$ cat src/rtl/wide_divider.sv
// wide_divider: multi-cycle restoring radix-2 divider, N / D -> Q, R.
// Sequencing: one CHECK cycle screens for errors, then QW iterations each
// produce one quotient bit, MSB first.
//
// Ports:
//   clk          rising-edge clock
//   rst          synchronous active-high reset
//   start        request, sampled only while idle
//   N            dividend (NW bits), captured on the accepting edge
//   D            divisor (DW bits), captured on the accepting edge
//   Q            quotient register (QW bits)
//   R            remainder register (DW bits)
//   ready        one-cycle pulse, results and flags valid from this cycle on
//   busy         high from the accepting edge until the edge that raises ready
//   div_by_zero  sticky flag, D was zero
//   overflow     sticky flag, quotient would not fit in QW bits
module wide_divider #(
  parameter int unsigned QW = 131,
  parameter int unsigned DW = 128,
  parameter int unsigned NW = 259
) (
  input  logic          clk,
  input  logic          rst,
  input  logic          start,
  input  logic [NW-1:0] N,
  input  logic [DW-1:0] D,
  output logic [QW-1:0] Q,
  output logic [DW-1:0] R,
  output logic          ready,
  output logic          busy,
  output logic          div_by_zero,
  output logic          overflow
);

  if (NW != QW + DW) begin : gen_width_check
    $error("wide_divider: NW must equal QW + DW");
  end

  localparam int unsigned CW = $clog2(QW);

  typedef enum logic [1:0] {StIdle, StCheck, StIter} state_e;

  state_e        state_q, state_d;
  logic [NW-1:0] nreg_q, nreg_d;
  logic [DW-1:0] dreg_q, dreg_d;
  logic [DW-1:0] rem_q, rem_d;
  logic [QW-1:0] quot_q, quot_d;
  logic [CW-1:0] cnt_q, cnt_d;
  logic [QW-1:0] q_q, q_d;
  logic [DW-1:0] r_q, r_d;
  logic          ready_q, ready_d;
  logic          busy_q, busy_d;
  logic          dbz_q, dbz_d;
  logic          ovf_q, ovf_d;

  logic [DW-1:0] n_hi;
  logic [QW-1:0] n_lo;
  logic [DW:0]   trial;
  logic [DW:0]   diff;
  logic          take;
  logic [DW-1:0] rem_next;
  logic [QW-1:0] quot_next;

  // One restoring step: bring down the next dividend bit and subtract if it fits.
  always_comb begin
    n_hi      = nreg_q[NW-1:QW];
    n_lo      = nreg_q[QW-1:0];
    trial     = {rem_q, n_lo[cnt_q]};
    take      = (trial >= {1'b0, dreg_q});
    diff      = trial - {1'b0, dreg_q};
    rem_next  = take ? diff[DW-1:0] : trial[DW-1:0];
    quot_next = {quot_q[QW-2:0], take};
  end

  always_comb begin
    state_d = state_q;
    nreg_d  = nreg_q;
    dreg_d  = dreg_q;
    rem_d   = rem_q;
    quot_d  = quot_q;
    cnt_d   = cnt_q;
    q_d     = q_q;
    r_d     = r_q;
    ready_d = 1'b0;
    busy_d  = busy_q;
    dbz_d   = dbz_q;
    ovf_d   = ovf_q;
    case (state_q)
      StIdle: begin
        if (start) begin
          nreg_d  = N;
          dreg_d  = D;
          busy_d  = 1'b1;
          dbz_d   = 1'b0;
          ovf_d   = 1'b0;
          state_d = StCheck;
        end
      end
      StCheck: begin
        if (dreg_q == '0) begin
          dbz_d   = 1'b1;
          q_d     = '0;
          r_d     = '0;
          ready_d = 1'b1;
          busy_d  = 1'b0;
          state_d = StIdle;
        end else if (n_hi >= dreg_q) begin
          // The high half already holds a full divisor: quotient needs > QW bits.
          ovf_d   = 1'b1;
          q_d     = '0;
          r_d     = '0;
          ready_d = 1'b1;
          busy_d  = 1'b0;
          state_d = StIdle;
        end else begin
          rem_d   = n_hi;
          quot_d  = '0;
          cnt_d   = CW'(QW - 1);
          state_d = StIter;
        end
      end
      StIter: begin
        rem_d  = rem_next;
        quot_d = quot_next;
        if (cnt_q == '0) begin
          q_d     = quot_next;
          r_d     = rem_next;
          ready_d = 1'b1;
          busy_d  = 1'b0;
          state_d = StIdle;
        end else begin
          cnt_d = cnt_q - CW'(1);
        end
      end
      default: state_d = StIdle;
    endcase
  end

  always_ff @(posedge clk) begin
    if (rst) begin
      state_q <= StIdle;
      nreg_q  <= '0;
      dreg_q  <= '0;
      rem_q   <= '0;
      quot_q  <= '0;
      cnt_q   <= '0;
      q_q     <= '0;
      r_q     <= '0;
      ready_q <= 1'b0;
      busy_q  <= 1'b0;
      dbz_q   <= 1'b0;
      ovf_q   <= 1'b0;
    end else begin
      state_q <= state_d;
      nreg_q  <= nreg_d;
      dreg_q  <= dreg_d;
      rem_q   <= rem_d;
      quot_q  <= quot_d;
      cnt_q   <= cnt_d;
      q_q     <= q_d;
      r_q     <= r_d;
      ready_q <= ready_d;
      busy_q  <= busy_d;
      dbz_q   <= dbz_d;
      ovf_q   <= ovf_d;
    end
  end

  assign Q           = q_q;
  assign R           = r_q;
  assign ready       = ready_q;
  assign busy        = busy_q;
  assign div_by_zero = dbz_q;
  assign overflow    = ovf_q;

endmodule

$ cat config.mk
export PLATFORM = sky130hd
export DESIGN_NAME = wide_divider
export DESIGN_NICKNAME = d
export VERILOG_FILES = /design/src/rtl/wide_divider.sv
export SDC_FILE = /design/constraint.sdc
export NUM_CORES = 2
export LEC_CHECK = 0
export CORE_AREA = 4 4 316 318
export DETAILED_ROUTE_END_ITERATION = 12
export DIE_AREA = 0 0 320 322
export PLACE_DENSITY = 0.77
export SLEW_MARGIN = 5
export SYNTH_ARGS = -nofsm -noshare
export SYNTH_HDL_FRONTEND = slang
export SYNTH_SLANG_ARGS = --single-unit
$ cat constraint.sdc
create_clock -name clk -period 12.79 [get_ports clk]
set_clock_uncertainty 0.2 [all_clocks]
set_input_delay 2.558 -clock clk [delete_from_list [all_inputs] [get_ports clk]]
set_output_delay 2.558 -clock clk [all_outputs]
set_load 0.05 [all_outputs]
==> results.yml <==
status:
  status: "complete, no violations"
setup_path:
  critical-path-max-stage-delay_ps: 700
  crit_buf_inv: 2
  crit_family: "compound AO/OA/AOI/OAI gates"
  path_max_fanout: 21
  critPathSlowestCell: "dfxtp_2"
  crit_type: "register to register"
  end_kind: "register"
  required_ps: 13150
  path_cells: "buf_4, mux4_2, mux4_2, mux2_2, nand2_1, o21ai_0, mux2i_1, nor2_1, a31oi_1, ha_1, inv_1, fa_1, a21o_1, a311o_1, a2111oi_2, nor3_1, o31ai_1, a31oi_2, a211oi_1, xor2_1, nor2_1, a21oi_1, a2111oi_0"
  start_kind: "register"
  arrival_ps: 8220
clock_tree:
  numClockSinks: 918
  cts_tree: "done"
  cts.path.max_buffers: 3
  numCtsBuffers: 98
  worst_skew_pair.late_latency_ps: 710
  post-cts-setup-buffers: 0
  cts_root_buf: "clkbuf_16"
  clk_pin_slew_ps: 60
  cts_resized: 0
  ctsHoldBuffers: 0
  htreeDepth: 3
min_path:
  hp-class: "register to register"
sta:
  hold_viol: 0
  max_freq_ghz: 0.127
  fin_setup_tns_ps: 0
  slew_headroom: 0.0260
  timing.final.crit_share: 0.614
  tightest_slew_ps: 1460
  fin_ws_ps: 4930
  period_needed_ps: 7860
  setup_viol: 0
  slew_violations: 0
  rsz0062_at_grt: "no"
finish:
  syn_to_final_growth_pct: 20.9
  layout.cells.non_filler: 7951
  final_nets: 7226
  layout-drive-gt1-share: 0.0509
  fin_util: 0.604
synthesis:
  yosysWarnings: 0
  ys_seq_area_frac: 0.381
  synth-main-ff-cell: "dfxtp_1"
  synth_edf_count: 0
  synthCells: 6242
  yosysTopAreaCellShare: 0.381
  synthesis.nets: 6893
  synth_area_um2: 48200
  yosysTopAreaCell: "dfxtp_1"
  syn_avg_cell_area_um2: 7.72
  synth_area_leaders: "dfxtp_1, nand2_1, a21oi_1, ha_1, nand3_1"
  synth_cell_types: 94
  async_reset_ff_frac: 0
  synth_seq_cells: 918
placed_design:
  place.gp.congestion: 1.01
  portBuffers: 652
  placed_cells: 7751
  pre_cts_slack_ps: 5010
  dp_hpwl_um: 135000
die:
  num_rows: 114
  start_util: 0.499
  io_pins: 653
  die_w_um: 320
  die_h_um: 322
  coreArea_um2: 96600
  die_area_um2: 103000
global_routing:
  grt_usage: 0.337
  grt_antenna_before_repair: 28
  grt_pass1_wl_um: 274000
  gr-total-overflow: 0
  grt_max_degree: 251
  grt_pass1_vias: 45800
power_and_ir_drop:
  total_power_w: 0.00979
  vdd_drop_max_v: 0.000176
  leakage_nw: 22.3
  powerDensity_nw_per_um2: 168
route:
  drc: 0
  ant_nets: 0
  avgViaCountPerCell: 6.12
  drt_iter0_drc: 5162
  wire_per_inst_um: 23.1
  first_pass_iters: 6
  via_count: 48700
  wirelength_um: 184000
flow_run:
  drv_cap: 0
-- cells in the final DEF, fill, tap and decap left out, drive strengths merged, types with 15 or more instances in the layout --
cell | netlist | layout
mux2i | 61 | 61
clkbuf | 333 | 139
a22oi | 27 | 27
diode | 0 | 17
nand2 | 1341 | 1341
inv | 180 | 185
a31oi | 39 | 39
o211ai | 21 | 21
nand4 | 130 | 130
buf | 127 | 42
mux2 | 25 | 25
xor2 | 44 | 44
dfxtp | 918 | 918
nand3 | 310 | 310
a21oi | 1004 | 1004
a311oi | 19 | 19
or3 | 39 | 39
and3 | 15 | 15
clkinv | 0 | 23
nor4 | 57 | 57
nor2 | 349 | 349
o31ai | 32 | 32
o21bai | 42 | 42
a2bb2oi | 44 | 44
or2 | 16 | 16
o21ai | 242 | 242
a211oi | 41 | 41
clkdlybuf4s50 | 0 | 651
a21o | 112 | 112
ha | 260 | 260
o21a | 22 | 22
a21boi | 18 | 18
a22o | 53 | 53
nor3 | 54 | 54
mux4 | 41 | 41
xnor2 | 68 | 68
-- cell type report --
type,instances,area [um2]
sequential,918,18400
clock inverter,44,548
timing repair buffer,693,6910
inverter,180,676
fill,8631,38300
antenna,17,42.5
multi-input combinational,4684,27300
clock buffer,139,2860
tap,1276,1600
-- synth_stat cells, types with 42 or more instances --
library cell	count
inv_1	180
mux2i_1	61
nand3_1	310
nand4_1	129
xnor2_1	68
ha_1	260
nor3_1	51
nand2_1	1340
xor2_1	44
nor4_1	56
dfxtp_1	918
clkbuf_1	324
a2bb2oi_1	44
a21o_1	112
o21ai_0	233
o21bai_1	42
buf_2	104
a21oi_1	1003
a22o_1	53
nor2_1	349
-- metal layers --
layer	track usage	wire length (um)	share of wire
met1	0.431	73600	0.40
met2	0.538	83400	0.45
met3	0.0892	17900	0.097
met4	0.147	8710	0.047
met5	0	167	0.00091
-- flip-flops by register name, indices dropped and copies added, names as in the netlist, 2 cells and up --
signal / cells
nreg_q: 259
Q: 131
cnt_q: 8
R: 128
state_q: 2
quot_q: 130
dreg_q: 128
rem_q: 128
-- through the flow --
step	area, um2	hold WS (ps)
after floorplan	48200	227
after global placement	54800	239
after detailed placement	54800	245
after CTS	58200	254
after global routing	58300	268
final	58300	251
-- path summary, 6_finish.rpt --
kind | cells after the start | from | end | slack, ps
worst max register to register | 23 | cnt_q[0] | rem_q[116] | 4930
worst min register to register | 2 | Q[58] | Q[58] | 250
worst min-delay path | 2 | Q[58] | Q[58] | 250
worst max-delay path | 23 | cnt_q[0] | rem_q[116] | 4930
-- power by group --
part	total [W]	internal, W	switching (W)
clock	0.00301	0.00176	0.00124
sequential	0.00317	0.00301	0.000152
combinational	0.00362	0.00123	0.00238
total	0.00979	0.00601	0.00378
-- tightest hold or removal path: stages (launching register included) --
cell,delay (ps)
dfxtp_1,310
nand2_1,50
a21oi_1,50
-- cells by family (layout without fill, tap and decap cells) --
kind of cell / after synthesis / count (layout) / synth area share
adders and majority gates: 261 / 261 / 0.0679
muxes: 127 / 127 / 0.0377
buffers and inverters: 640 / 1056 / 0.0555
other: 0 / 17 / 0
and+or+nand+nor: 2369 / 2369 / 0.212
xor gates and xnor gates: 112 / 112 / 0.0203
DFF: 918 / 918 / 0.381
AOI/OAI and AO/OA: 1815 / 1815 / 0.225
No activity file was read; power rests on OpenSTA's default activity.
